**src/rtl/dm_arbiter_if.sv**
```systemverilog
// -----------------------------------------------------------------------------
// dm_arbiter_if
// Bundles the two requester ports (sorter S, debug unit D) and the data-memory
// port of the dm_arbiter.
//
// Handshake: a requester raises x_req (with x_we/x_addr/x_wdata valid) and
// keeps it high for the whole burst. An access happens in every cycle where
// x_req and x_gnt are both high. Requests while x_gnt is low are ignored
// rather than queued. Read data returns one cycle after the access as a
// single-cycle x_rvalid pulse with x_rdata; writes return nothing.
//
// Modports
//   master : requesters plus memory model (drive req/we/addr/wdata, m_rdata)
//   slave  : the arbiter (drives gnt/rvalid/rdata and the memory bus)
// -----------------------------------------------------------------------------
interface dm_arbiter_if #(
   parameter int AW = 8,
   parameter int DW = 32
);
   logic          s_req;
   logic          s_we;
   logic [AW-1:0] s_addr;
   logic [DW-1:0] s_wdata;
   logic          s_gnt;
   logic          s_rvalid;
   logic [DW-1:0] s_rdata;

   logic          d_req;
   logic          d_we;
   logic [AW-1:0] d_addr;
   logic [DW-1:0] d_wdata;
   logic          d_gnt;
   logic          d_rvalid;
   logic [DW-1:0] d_rdata;

   logic [AW-1:0] m_addr;
   logic          m_we;
   logic [DW-1:0] m_wdata;
   logic [DW-1:0] m_rdata;

   modport master (
      output s_req, s_we, s_addr, s_wdata,
      input  s_gnt, s_rvalid, s_rdata,
      output d_req, d_we, d_addr, d_wdata,
      input  d_gnt, d_rvalid, d_rdata,
      input  m_addr, m_we, m_wdata,
      output m_rdata
   );

   modport slave (
      input  s_req, s_we, s_addr, s_wdata,
      output s_gnt, s_rvalid, s_rdata,
      input  d_req, d_we, d_addr, d_wdata,
      output d_gnt, d_rvalid, d_rdata,
      output m_addr, m_we, m_wdata,
      input  m_rdata
   );
endinterface

```
**src/rtl/dm_arbiter.sv**
```systemverilog
// -----------------------------------------------------------------------------
// dm_arbiter
// Two-requester arbiter for the single-port data memory shared by the sort
// engine (S) and the serial debug unit (D). Grants whole bursts, limits how
// long one side may hold the memory while the other waits, and steers the
// 1-cycle-latency read data back to whichever side issued the read.
//
// Ports
//   clk        rising-edge clock
//   rstn       asynchronous active-low reset
//   bus        dm_arbiter_if.slave: S/D request ports and memory port
//   wait_cnt   16-bit count of cycles in which some requester waited
//   acc_cnt    16-bit count of granted accesses
//   state_dbg  current arbitration state (0 IDLE, 1 OWN_S, 2 OWN_D)
//
// Optional feature: define DM_ARB_STATS_EN to build the statistics counters;
// without it wait_cnt and acc_cnt are tied to zero.
// -----------------------------------------------------------------------------
module dm_arbiter #(
   parameter int AW       = 8,
   parameter int DW       = 32,
   parameter int MAX_HOLD = 16
) (
   input  logic        clk,
   input  logic        rstn,
   dm_arbiter_if.slave bus,
   output logic [15:0] wait_cnt,
   output logic [15:0] acc_cnt,
   output logic [1:0]  state_dbg
);
   localparam int            HW        = $clog2(MAX_HOLD);
   localparam logic [HW-1:0] HOLD_LAST = HW'(MAX_HOLD - 1);

   typedef enum logic [1:0] {
      IDLE  = 2'd0,
      OWN_S = 2'd1,
      OWN_D = 2'd2
   } state_t;

   state_t        state;
   logic [HW-1:0] hold_cnt;
   logic          last_s;     // 1: S was the most recent owner
   logic          tag_s;      // a read for S is in flight
   logic          tag_d;      // a read for D is in flight

   logic          s_gnt;
   logic          d_gnt;
   logic          s_acc;
   logic          d_acc;
   logic          hold_full;
   logic [AW-1:0] mux_addr;
   logic [DW-1:0] mux_wdata;
   logic          mux_we;

   assign s_gnt     = (state == OWN_S);
   assign d_gnt     = (state == OWN_D);
   assign s_acc     = s_gnt & bus.s_req;
   assign d_acc     = d_gnt & bus.d_req;
   assign hold_full = (hold_cnt == HOLD_LAST);

   always_ff @(posedge clk or negedge rstn) begin
      if (!rstn) begin
         state    <= IDLE;
         hold_cnt <= '0;
         last_s   <= 1'b1;
         tag_s    <= 1'b0;
         tag_d    <= 1'b0;
      end else begin
         // The tag follows the issuer, not the owner, so the last read of a
         // preempted burst still returns to its requester.
         tag_s <= s_acc & ~bus.s_we;
         tag_d <= d_acc & ~bus.d_we;
         case (state)
            IDLE: begin
               hold_cnt <= '0;
               if (bus.s_req && bus.d_req) begin
                  if (last_s) begin
                     state  <= OWN_D;
                     last_s <= 1'b0;
                  end else begin
                     state  <= OWN_S;
                     last_s <= 1'b1;
                  end
               end else if (bus.s_req) begin
                  state  <= OWN_S;
                  last_s <= 1'b1;
               end else if (bus.d_req) begin
                  state  <= OWN_D;
                  last_s <= 1'b0;
               end
            end
            OWN_S: begin
               if (!bus.s_req) begin
                  state    <= IDLE;
                  hold_cnt <= '0;
               end else if (bus.d_req && hold_full) begin
                  // Hand over directly, no idle bubble.
                  state    <= OWN_D;
                  last_s   <= 1'b0;
                  hold_cnt <= '0;
               end else if (!hold_full) begin
                  hold_cnt <= hold_cnt + HW'(1);
               end
            end
            OWN_D: begin
               if (!bus.d_req) begin
                  state    <= IDLE;
                  hold_cnt <= '0;
               end else if (bus.s_req && hold_full) begin
                  state    <= OWN_S;
                  last_s   <= 1'b1;
                  hold_cnt <= '0;
               end else if (!hold_full) begin
                  hold_cnt <= hold_cnt + HW'(1);
               end
            end
            default: begin
               state    <= IDLE;
               hold_cnt <= '0;
            end
         endcase
      end
   end

   // Memory bus follows the owner; everything is zero while idle.
   always_comb begin
      mux_addr  = '0;
      mux_wdata = '0;
      mux_we    = 1'b0;
      if (s_gnt) begin
         mux_addr  = bus.s_addr;
         mux_wdata = bus.s_wdata;
         mux_we    = s_acc & bus.s_we;
      end else if (d_gnt) begin
         mux_addr  = bus.d_addr;
         mux_wdata = bus.d_wdata;
         mux_we    = d_acc & bus.d_we;
      end
   end

   assign bus.m_addr   = mux_addr;
   assign bus.m_wdata  = mux_wdata;
   assign bus.m_we     = mux_we;
   assign bus.s_gnt    = s_gnt;
   assign bus.d_gnt    = d_gnt;
   assign bus.s_rvalid = tag_s;
   assign bus.d_rvalid = tag_d;
   assign bus.s_rdata  = tag_s ? bus.m_rdata : '0;
   assign bus.d_rdata  = tag_d ? bus.m_rdata : '0;
   assign state_dbg    = state;

`ifdef DM_ARB_STATS_EN
   always_ff @(posedge clk or negedge rstn) begin
      if (!rstn) begin
         wait_cnt <= '0;
         acc_cnt  <= '0;
      end else begin
         if ((bus.s_req & ~s_gnt) | (bus.d_req & ~d_gnt))
            wait_cnt <= wait_cnt + 16'd1;
         if (s_acc | d_acc)
            acc_cnt <= acc_cnt + 16'd1;
      end
   end
`else
   assign wait_cnt = '0;
   assign acc_cnt  = '0;
`endif

endmodule

```
**src/flat_wrapper.sv**
```systemverilog
// flat-port wrapper written by rule: the top's interface ports become plain ports
module dm_arbiter_flat 
#(
   parameter int AW       = 8,
   parameter int DW       = 32,
   parameter int MAX_HOLD = 16
)
  (clk, rstn, wait_cnt, acc_cnt, state_dbg, bus_s_req, bus_s_we, bus_s_addr, bus_s_wdata, bus_s_gnt, bus_s_rvalid, bus_s_rdata, bus_d_req, bus_d_we, bus_d_addr, bus_d_wdata, bus_d_gnt, bus_d_rvalid, bus_d_rdata, bus_m_addr, bus_m_we, bus_m_wdata, bus_m_rdata);
  dm_arbiter_if #(.AW(AW), .DW(DW)) bus_i ();
  input  logic clk;
  input  logic rstn;
  output logic [15:0] wait_cnt;
  output logic [15:0] acc_cnt;
  output logic [1:0] state_dbg;
  input wire logic [$bits(bus_i.s_req)-1:0] bus_s_req;
  input wire logic [$bits(bus_i.s_we)-1:0] bus_s_we;
  input wire logic [$bits(bus_i.s_addr)-1:0] bus_s_addr;
  input wire logic [$bits(bus_i.s_wdata)-1:0] bus_s_wdata;
  output wire logic [$bits(bus_i.s_gnt)-1:0] bus_s_gnt;
  output wire logic [$bits(bus_i.s_rvalid)-1:0] bus_s_rvalid;
  output wire logic [$bits(bus_i.s_rdata)-1:0] bus_s_rdata;
  input wire logic [$bits(bus_i.d_req)-1:0] bus_d_req;
  input wire logic [$bits(bus_i.d_we)-1:0] bus_d_we;
  input wire logic [$bits(bus_i.d_addr)-1:0] bus_d_addr;
  input wire logic [$bits(bus_i.d_wdata)-1:0] bus_d_wdata;
  output wire logic [$bits(bus_i.d_gnt)-1:0] bus_d_gnt;
  output wire logic [$bits(bus_i.d_rvalid)-1:0] bus_d_rvalid;
  output wire logic [$bits(bus_i.d_rdata)-1:0] bus_d_rdata;
  output wire logic [$bits(bus_i.m_addr)-1:0] bus_m_addr;
  output wire logic [$bits(bus_i.m_we)-1:0] bus_m_we;
  output wire logic [$bits(bus_i.m_wdata)-1:0] bus_m_wdata;
  input wire logic [$bits(bus_i.m_rdata)-1:0] bus_m_rdata;
  assign bus_i.s_req = bus_s_req;
  assign bus_i.s_we = bus_s_we;
  assign bus_i.s_addr = bus_s_addr;
  assign bus_i.s_wdata = bus_s_wdata;
  assign bus_s_gnt = bus_i.s_gnt;
  assign bus_s_rvalid = bus_i.s_rvalid;
  assign bus_s_rdata = bus_i.s_rdata;
  assign bus_i.d_req = bus_d_req;
  assign bus_i.d_we = bus_d_we;
  assign bus_i.d_addr = bus_d_addr;
  assign bus_i.d_wdata = bus_d_wdata;
  assign bus_d_gnt = bus_i.d_gnt;
  assign bus_d_rvalid = bus_i.d_rvalid;
  assign bus_d_rdata = bus_i.d_rdata;
  assign bus_m_addr = bus_i.m_addr;
  assign bus_m_we = bus_i.m_we;
  assign bus_m_wdata = bus_i.m_wdata;
  assign bus_i.m_rdata = bus_m_rdata;
  dm_arbiter #(.AW(AW), .DW(DW), .MAX_HOLD(MAX_HOLD)) u_core (.clk(clk), .rstn(rstn), .bus(bus_i), .wait_cnt(wait_cnt), .acc_cnt(acc_cnt), .state_dbg(state_dbg));
endmodule
```
**config.mk**
```make
export PLATFORM = sky130hd
export DESIGN_NAME = dm_arbiter_flat
export DESIGN_NICKNAME = d
export VERILOG_FILES = /design/src/rtl/dm_arbiter_if.sv /design/src/rtl/dm_arbiter.sv /design/src/flat_wrapper.sv
export SDC_FILE = /design/constraint.sdc
export NUM_CORES = 1
export LEC_CHECK = 0
export ABC_AREA = 1
export CAP_MARGIN = 20
export CORE_AREA = 2 2 102 104
export DETAILED_ROUTE_END_ITERATION = 16
export DIE_AREA = 0 0 104 106
export PLACE_DENSITY = 0.75
export SYNTH_ARGS = -nofsm -noshare
export SYNTH_HDL_FRONTEND = slang
export SYNTH_SLANG_ARGS = --single-unit
```
**constraint.sdc**
```tcl
create_clock -name clk -period 2.1 [get_ports clk]
set_clock_uncertainty 0.05 [all_clocks]
set_input_delay 0.525 -clock clk [delete_from_list [all_inputs] [get_ports clk]]
set_output_delay 0.525 -clock clk [all_outputs]
set_load 0.02 [all_outputs]
```
==> flow_summary.yaml <==
clock_tree:
  cts.sinks: 9
  root_buffer: "clkbuf_8"
  clk_pin_slew_ns: 0.05
  clock_latency_ns: 0.24
  hold_buffers: 0
  htree_levels: 1
  numCtsBuffers: 3
  ctsLongestPathBuffers: 2
  cts_tree: "built"
timing:
  finalHoldViolCount: 0
  rsz0062_at_grt: "true"
  min_period_ns: 2.10
  drv_slew: 0
  timing.hold.ws_ns: 0.418
  setup_ws_ns: -0.00320
  fmax_mhz: 475
  setup_viol: 1
  min_period_over_period: 1.00
  tns_ns: -0.00320
route:
  ant_nets: 0
  dr.pass1.iters: 4
  drc: 0
  wl_mm: 9.67
  routed_via_density: 4.11
  wl_per_cell_um: 12.6
  drt_iter0_drc: 63
  num_vias: 3151
placed_design:
  placed_cell_area_um2: 4380
  dp_hpwl_mm: 7.11
  port_buffers: 228
  gp_congestion: 0.831
  placedCellCount: 744
  pre_cts_ws_ns: -0.452
final_layout:
  post-route-util: 0.478
  final_layout_size_suffix_gt1_frac: 0.210
  syn_to_final_growth_pct: 147
  regArea_um2: 226
  diodes: 0
  fin_area_um2: 4780
  final_nets: 754
  final_common_cell: "nand2_1"
  fin_cells: 766
  final_cell_mix: "149 x nand2_1, 119 x clkdlybuf4s50_1, 73 x inv_1"
  num-fill-cells: 1037
  multiInputGateArea_um2: 1340
pwr:
  total_power_mw: 4.14
  p_leak_nw: 2.99
  ir_drop_mv: 0.598
  p_per_area_nw_per_um2: 866
die:
  initial_utilization: 0.193
  die_area_um2: 11000
  die_h_um: 106
  die_x_um: 104
  coreArea_um2: 10000
  num_rows: 37
  io_pins: 261
synthesis:
  netlist_area_um2: 1930
  yosysTopAreaCell: "nand2_1"
  avgSynthCellArea_um2: 5.07
  ys_top_cells_by_area: "nand2_1 32%, inv_1 15%, buf_4 12%"
  yosysSeqAreaShare: 0.117
  synth-seq-cells: 9
  ys_warn_count: 0
  synth_top_area_share: 0.319
  yosysUniqueCellTypes: 26
  netlist_instances: 381
worst_setup_path:
  reg2reg_from: "u_core.state_dbg[0]$_DFFE_PN0P_"
  reg2reg_slack_ns: 0.52
  arrival_ns: 1.53
  start_kind: "flip-flop"
  critPathMaxFanout: 6
  crit_type: "reg2out"
  worstSetupEndpointType: "output pin"
  reg2reg_to: "u_core.last_s$_DFFE_PN1P_"
  required_ns: 1.52
  r2r_cells: 9
global_route:
  grt_use_total: 0.151
  grt_max_degree: 34
  antenna_found_initial: 0
  grt_first_pass_wirelength_mm: 13.8
  grt_pass1_vias: 2966
  gr-total-overflow: 0
hold_path:
  hp-class: "reg2reg"
  hp-start: "u_core.last_s$_DFFE_PN1P_"
  hold_end: "u_core.last_s$_DFFE_PN1P_"
  hold_depth: 2
status:
  status: "complete, but fails checks"
  violations: "setup timing"
job:
  maxCapViolCount: 0
critical path: stages (launching register included):
cell and delay, ns:
dfrtp_1 0.40, buf_6 0.13, ha_4 0.18, buf_12 0.15, buf_16 0.13, nand3_1 0.09, nand2_1 0.07, buf_6 0.13
flip-flops by register name, indices dropped and copies added, names as in the netlist:
register,flops
u_core.bus.s_rvalid,1
u_core.hold_cnt,4
u_core.bus.d_rvalid,1
u_core.last_s,1
u_core.state_dbg,2
report_power, final:
group | internal (mW) | switching, mW
sequential | 0.217 | 0.0348
clock | 0.133 | 0.0785
combinational | 1.77 | 1.90
repair_timing:
action,in CTS,in global routing
gates resized for setup,260,96
setup buffers,10,2
endpoints found under the setup margin,107,47
pin swaps,3,26
cloned,5,3
worst max path at each step:
stage,start,to,cells after the start
after CTS,u_core.state_dbg[0]$_DFFE_PN0P_,bus_m_wdata[14],7
after detailed placement,bus_d_req,bus_m_we,5
after floorplan,u_core.state_dbg[1]$_DFFE_PN0P_,bus_m_wdata[0],6
final,u_core.state_dbg[1]$_DFFE_PN0P_,bus_m_addr[7],7
after global placement,bus_d_req,bus_m_we,5
after global routing,u_core.state_dbg[1]$_DFFE_PN0P_,bus_m_wdata[28],7
layout make-up:
type | count | area share
clock buffer | 4 | 0.00942
multi-input combinational | 273 | 0.280
sequential | 9 | 0.0474
timing repair buffer | 266 | 0.565
inverter | 78 | 0.0628
tap | 136 | 0.0356
synth_stat cells:
library cell	instances
nand2_1	164
inv_1	75
nand3_1	44
buf_4	32
clkbuf_1	13
dfrtp_1	8
buf_2	6
nor2_1	6
ha_1	5
nand2_2	5
o21ai_0	4
inv_2	3
a21oi_1	2
nand4_1	2
a21oi_2	1
a32o_1	1
buf_6	1
conb_1	1
dfstp_2	1
nand2_4	1
nand3_2	1
nor2_2	1
nor2_4	1
nor3b_2	1
o21ai_1	1
xor2_1	1
cell families after synthesis:
group                    count (synthesis)  share of synthesized area
adder cells (fa/ha/maj)                  5                     0.0324
flip-flops                               9                      0.117
AO/OA/AOI/OAI                            9                     0.0278
XOR/XNOR                                 1                    0.00453
AND/OR/NAND/NOR                        226                      0.494
buffers and inverters                  130                      0.323
other                                    1                    0.00194
routing by layer:
metal / track usage / wire [um]
met4: 0.0299 / 160
met2: 0.297 / 5090
met5: 0 / 0
met3: 0.0380 / 864
met1: 0.162 / 3550
Power figures use the tool's default switching activity.
